--- src/rtl/mem_port_arbiter.sv ---
// rtl/mem_port_arbiter.sv - two-requester arbiter in front of one single-port synchronous RAM
//
// Optional feature macro: MEM_ARB_LOCK_EN (adds cpu_lock and the LOCKED state)
//
// Ports:
//   clock, reset                  rising-edge clock, asynchronous active-low reset
//   cpu_req/we/addr/wdata         CPU request, held until cpu_gnt
//   cpu_lock                      (MEM_ARB_LOCK_EN only) keep I/O out after a locked grant
//   cpu_gnt, cpu_rvalid, cpu_rdata CPU grant, read-return pulse, registered read data
//   io_*                          same set for the I/O requester
//   mem_addr/wdata/we, mem_rdata  RAM side; mem_rdata valid the cycle after the address

module mem_port_arbiter #(
    parameter int ADDR_W   = 16,
    parameter int DATA_W   = 16,
    parameter int MAX_WAIT = 4
) (
    input  logic              clock,
    input  logic              reset,
    input  logic              cpu_req,
    input  logic              cpu_we,
    input  logic [ADDR_W-1:0] cpu_addr,
    input  logic [DATA_W-1:0] cpu_wdata,
`ifdef MEM_ARB_LOCK_EN
    input  logic              cpu_lock,
`endif
    output logic              cpu_gnt,
    output logic              cpu_rvalid,
    output logic [DATA_W-1:0] cpu_rdata,
    input  logic              io_req,
    input  logic              io_we,
    input  logic [ADDR_W-1:0] io_addr,
    input  logic [DATA_W-1:0] io_wdata,
    output logic              io_gnt,
    output logic              io_rvalid,
    output logic [DATA_W-1:0] io_rdata,
    output logic [ADDR_W-1:0] mem_addr,
    output logic [DATA_W-1:0] mem_wdata,
    output logic              mem_we,
    input  logic [DATA_W-1:0] mem_rdata
);

    localparam logic [7:0] MAX_WAIT_C = 8'(MAX_WAIT);

    typedef enum logic {
        ARB    = 1'b0,
        LOCKED = 1'b1
    } state_t;

    state_t     state;
    logic [7:0] wait_cnt;
    logic       lock_hold;
    logic       io_turn;
    logic       cpu_rd_p1;
    logic       io_rd_p1;

    // The lock only excludes I/O while cpu_lock is still high; the cycle it
    // drops already arbitrates normally.
`ifdef MEM_ARB_LOCK_EN
    assign lock_hold = (state == LOCKED) && cpu_lock;
`else
    assign lock_hold = (state == LOCKED);
`endif

    assign io_turn = (wait_cnt == MAX_WAIT_C);

    // Grants are gated by reset so nothing reaches the RAM while it is held.
    always_comb begin
        cpu_gnt = 1'b0;
        io_gnt  = 1'b0;
        if (reset) begin
            if (io_req && !lock_hold && (!cpu_req || io_turn)) begin
                io_gnt = 1'b1;
            end else if (cpu_req) begin
                cpu_gnt = 1'b1;
            end
        end
    end

    // With no grant the RAM port idles on the CPU's address and data.
    always_comb begin
        mem_addr  = io_gnt ? io_addr  : cpu_addr;
        mem_wdata = io_gnt ? io_wdata : cpu_wdata;
        mem_we    = (cpu_gnt && cpu_we) || (io_gnt && io_we);
    end

    always_ff @(posedge clock or negedge reset) begin
        if (!reset) begin
            state <= ARB;
        end else begin
`ifdef MEM_ARB_LOCK_EN
            case (state)
                ARB:     if (cpu_gnt && cpu_lock) state <= LOCKED;
                LOCKED:  if (!cpu_lock) state <= ARB;
                default: state <= ARB;
            endcase
`else
            state <= ARB;
`endif
        end
    end

    // Counts consecutive cycles I/O asked and was refused; saturates so that
    // I/O keeps winning priority until it is actually served.
    always_ff @(posedge clock or negedge reset) begin
        if (!reset) begin
            wait_cnt <= 8'd0;
        end else if (!io_req || io_gnt) begin
            wait_cnt <= 8'd0;
        end else if (wait_cnt < MAX_WAIT_C) begin
            wait_cnt <= wait_cnt + 8'd1;
        end
    end

    // Read return: grant in T, RAM data in T+1 captured at its end, rvalid in T+2.
    always_ff @(posedge clock or negedge reset) begin
        if (!reset) begin
            cpu_rd_p1  <= 1'b0;
            io_rd_p1   <= 1'b0;
            cpu_rvalid <= 1'b0;
            io_rvalid  <= 1'b0;
            cpu_rdata  <= '0;
            io_rdata   <= '0;
        end else begin
            cpu_rd_p1  <= cpu_gnt && !cpu_we;
            io_rd_p1   <= io_gnt && !io_we;
            cpu_rvalid <= cpu_rd_p1;
            io_rvalid  <= io_rd_p1;
            if (cpu_rd_p1) cpu_rdata <= mem_rdata;
            if (io_rd_p1)  io_rdata  <= mem_rdata;
        end
    end

endmodule

--- config.mk ---
export PLATFORM = sky130hd
export DESIGN_NAME = mem_port_arbiter
export DESIGN_NICKNAME = d
export VERILOG_FILES = /design/src/rtl/mem_port_arbiter.sv
export SDC_FILE = /design/constraint.sdc
export NUM_CORES = 1
export LEC_CHECK = 0
export ABC_AREA = 1
export BUFFER_PORTS_ARGS = -buffer_cell sky130_fd_sc_hd__clkbuf_2
export CAP_MARGIN = 25
export CORE_ASPECT_RATIO = 1.75
export CORE_MARGIN = 5
export CORE_UTILIZATION = 45
export DETAILED_ROUTE_END_ITERATION = 10
export GPL_ROUTABILITY_DRIVEN = 1
export PLACE_DENSITY = 0.88
export SLEW_MARGIN = 20
export SYNTH_ARGS = -nofsm -noshare
export SYNTH_HDL_FRONTEND = slang
export SYNTH_SLANG_ARGS = --single-unit
export TNS_END_PERCENT = 10
--- constraint.sdc ---
create_clock -name clock -period 4.7 [get_ports clock]
set_input_delay 0.94 -clock clock [delete_from_list [all_inputs] [get_ports clock]]
set_output_delay 0.94 -clock clock [all_outputs]
set_load 0.02 [all_outputs]
# After elaboration in Yosys (flattened, before gate mapping)
# Cells that the tools add are included.
# W data, S select, Z words.
# word_totals
elab_cells	32
reg_bits	44
# op_classes
magnitude_cmp	1
eq_ne	1
n_mux	9
n_addsub	1
n_reduce_logical	13
# op_table
op	n
$mux W16	2
$mux W8	2
$add A8 B1 Y8 const B	1
$eq A8 B3 Y1 const B	1
$lt A8 B3 Y1 const B	1
$logic_and A1 B1 Y1	5
$mux W1	5
$logic_not A1 Y1	4
$logic_or A1 B1 Y1	3
$reduce_bool A2 Y1	1

# Depth between registers and ports, before layout
# depth
ltp_word	7
ltp_mapped	8
mapped_depth_nobuf	7

# Worst setup path before layout
# No wires, ideal clock.
# synth_path
path_type	input to output
startpoint	input port io_req
endpoint	output port mem_addr[0]
required_time_ps	3760
path_buffers	2
setup_slack_ps	1947
arrival_time_ps	1813
stages	4
path_cell_list	clkbuf_1 -> clkbuf_1 -> nand4_1 -> nand2_1
# synth_via
elab_chain_cells	4
# synth_rtl
element	line	rtl
start: declaration	30	input logic io_req,
$logic_and A1 B1 Y1	72	if (io_req && !lock_hold && (!cpu_req || io_turn)) begin
$mux W1	72	
$mux W1	71	if (reset) begin
$mux W16	82	mem_addr = io_gnt ? io_addr : cpu_addr;
end: declaration	37	output logic [ADDR_W-1:0] mem_addr,
# No other way between the ends.

# Worst setup path after layout
# layout_path
startpoint	register wait_cnt[0]
endpoint	output port mem_wdata[15]
# layout_via
elab_chain_cells	6
# layout_rtl
element	line	rtl
start: declaration	51	logic [7:0] wait_cnt;
start signal: assignment	111	wait_cnt <= wait_cnt + 8'd1;
$eq A8 B3 Y1	65	assign io_turn = (wait_cnt == MAX_WAIT_C);
$logic_or A1 B1 Y1	72	
$logic_and A1 B1 Y1	72	
$mux W1	72	
$mux W1	71	
$mux W16	83	mem_wdata = io_gnt ? io_wdata : cpu_wdata;
end: declaration	38	output logic [DATA_W-1:0] mem_wdata,
# No other way between the ends.

==> metrics.md <==
| Metric | Value |
|---|---|
| Core ar. | `0.00493 sq mm` |
| Endpoints failing setup | `0` |
| CTS Hold Bufs | `0` |
| Initial Util | `45.7%` |
| Gpl congestion | `0.744` |
| CTS Buf Count | `5` |
| Combinational share of power | `32.0%` |
| Final Non-Filler Cells | `439` |
| Outcome | `complete, no violations` |
| # DRC | `0` |
| # port buffers | `154` |
| Commonest non-fill, non-tap cell in the layout | `clkbuf_2` |
| #FFs+latches synth | `44` |
| Number of clock sinks | `44` |
| Most used cell, CP | `nand2_1` |
| Iteration-0 DRC count of the detailed router | `46` |
| Worst-path fanout max | `35` |
| Die width | `63.5 um` |
| Internal power | `743 uW` |
| Vias in the first global route | `2327` |
| Critical Path Max Stage Delay | `0.68 ns` |
| Post-synthesis cell count | `239` |
| Worst Path Buf+Inv | `2` |
| Clock share of power | `25.0%` |
| Die Area | `0.00658 sq mm` |
| Drt via density | `5.03` |
| TritonCTS clock tree | `done` |
| Syn_nets | `327` |
| Gr ovfl total | `0` |
| Final hold viol count | `0` |
| Cells after DPL | `431` |
| Detailed Route WL | `6000 um` |
| Hpwl dp | `4900 um` |
| WS Path Type | `reg2out` |
| Mapped Area | `0.00225 sq mm` |
| Min Tclk post-route | `3.60 ns` |
| WHS | `0.497 ns` |
| Pins Over Slew Limit | `0` |
| Layout area overhead | `38.1%` |
| Yosys warning total | `0` |
| Clk slew on worst S/H paths | `0.08 ns` |
| Slowest-stage cell, CP | `o21ai_4` |
| First-pass GRT wire length | `10200 um` |
| Cell family with most CP delay | `simple AND/OR/NAND/NOR gates` |
| WP data arrival | `2.66 ns` |
| Latest clock arrival within the worst-skew pair | `0.29 ns` |
| Pwr Density | `356 mW/mm^2` |
| Final Instance Area | `0.00311 sq mm` |
| Period utilization | `76.6%` |
| Io pins | `155` |
| Antenna violations before repair | `0` |
| Routed wire per std cell | `13.7 um` |
| CP endpoint kind | `output port` |
| Place WS | `1.38 ns` |
| Commonest non-fill, non-tap cells in the layout | `clkbuf_2, nand2_1, dfrtp_1` |
| Flop pwr share | `43.0%` |
| Pre-antenna DRT Iters | `4` |
| Post-CTS sizing | `0` |
| Startpoint type of the worst setup path | `flop` |
| Final WS setup | `1.10 ns` |
| Largest net degree at the start of global routing | `41` |
| Setup TNS | `0 ns` |
| Num rows | `34` |
| Final net count | `472` |
| H-Tree Depth | `2` |
| Share of cells above drive strength 1 | `51.7%` |
| Unrepaired setup endpoints after global routing | `false` |
| Vias | `2210` |
| GRT Total Usage | `18.5%` |
| Switching share of power | `33.0%` |
| Slew margin rel. | `46.6%` |
| Cell variety after synth | `19` |
| Max VDD drop | `0.265 mV` |
| Net switching power figure | `367 uW` |
| Sequential fraction of the synthesis area | `48.8%` |
| Clock Path Buffers | `2` |
| Avg Cell Area, Syn | `9.43 sq um` |
| Highest clock rate | `278 MHz` |
| Root Driver | `clkbuf_8` |
| Post-CTS Setup Bufs | `0` |
| Final Skew | `0.00516 ns` |
| Hold WC Path Type | `in2async` |
| Antenna Nets Post-Route | `0` |
| Crit-path cells | `inv_1 -> ha_1 -> nand3_1 -> o21ai_4 -> nand3_4 -> nand2_1 -> nand2_1 -> clkbuf_2` |
| Area post-placement | `0.00301 sq mm` |
| Leak | `1.79 nW` |
| Max Cap Viol | `0` |
| # diodes | `0` |
| Chip Height | `104 um` |
| Worst Path Required | `3.76 ns` |
| Worst-margin pin slew | `0.798 ns` |
cell type report:
cell class | count | area, sq um
well taps | 54 | 67.6
flip-flops and latches | 44 | 1100
inverters | 15 | 56.3
multi-input cells | 162 | 996
clock inverters | 2 | 35.0
clock buffers | 6 | 72.6
repair buffers | 156 | 786
fillers | 404 | 1820
cells by family after synthesis:
kind of cell	synth area share, %
buffers and inverters	6.99
XOR/XNOR	0.389
adder cells (fa/ha/maj)	1.11
flip-flops	48.8
multiplexers	16.0
AND/OR/NAND/NOR	25.0
AO/OA/AOI/OAI	1.66
cell usage after synthesis:
master,instances,area (sq um)
mux2_2,32,360
nor2_1,15,56.3
buf_2,6,30.0
buf_6,3,33.8
nor2_2,1,6.26
nand3_4,1,17.5
a21oi_1,1,5.00
nand4_1,33,206
o21bai_2,1,11.3
ha_1,2,25.0
clkbuf_1,8,30.0
o21ai_0,1,5.00
o21ai_4,1,16.3
inv_1,15,56.3
buf_4,1,7.51
xor2_1,1,8.76
nand3_1,3,15.0
nand2_1,70,263
dfrtp_1,44,1100
worst register-to-register path, stage by stage, from the launching register on:
cell and delay, ns:
dfrtp_1 0.41, inv_1 0.07, ha_1 0.14, nand3_1 0.15
o21ai_4 0.68, nand3_4 0.50, nor2_2 0.19
final timing paths:
path	startpoint	endpoint	slack [ns]	cells after the start
setup / recovery	wait_cnt[0]$_DFFE_PN0P_	mem_wdata[15]	1.10	8
hold / removal	reset	wait_cnt[1]$_DFFE_PN0P_	0.50	1
setup reg to reg	wait_cnt[0]$_DFFE_PN0P_	io_rd_p1$_DFF_PN0_	2.48	6
hold reg to reg	wait_cnt[7]$_DFFE_PN0P_	wait_cnt[7]$_DFFE_PN0P_	0.50	2
max in group asynchronous	reset	cpu_rdata[15]$_DFFE_PN0P_	3.09	3
min in group clock	wait_cnt[7]$_DFFE_PN0P_	wait_cnt[7]$_DFFE_PN0P_	0.50	2
power groups by stage:
stage                     logic (mW)  registers, mW  clock network [mW]
after floorplan                0.137          0.559                   0
after global placement         0.351          0.482                   0
after detailed placement       0.360          0.486                   0
after CTS                      0.360          0.478               0.285
after global routing           0.385          0.487               0.306
final                          0.355          0.477               0.277
sequential cells by signal (all words and copies together) (netlist names):
signal / count
wait_cnt: 8
cpu_rdata: 16
io_rdata: 16
io_rd_p1: 1
io_rvalid: 1
cpu_rvalid: 1
cpu_rd_p1: 1
per-layer routing:
metal	wire (um)	track usage, %	vias to the layer above
met1	2350	21.9	989
met3	619	5.20	8
met5	0	0	-
met2	2940	31.5	128
met4	94	6.39	0
li1	-	-	1085
per-stage QoR:
stage	util [%]	total power, mW
after global routing	63.1	1.18
after floorplan	-	0.696
after CTS	63.1	1.12
after detailed placement	60.9	0.846
after global placement	60.9	0.834
final	63.1	1.11
(Power assumes the default switching activity.)
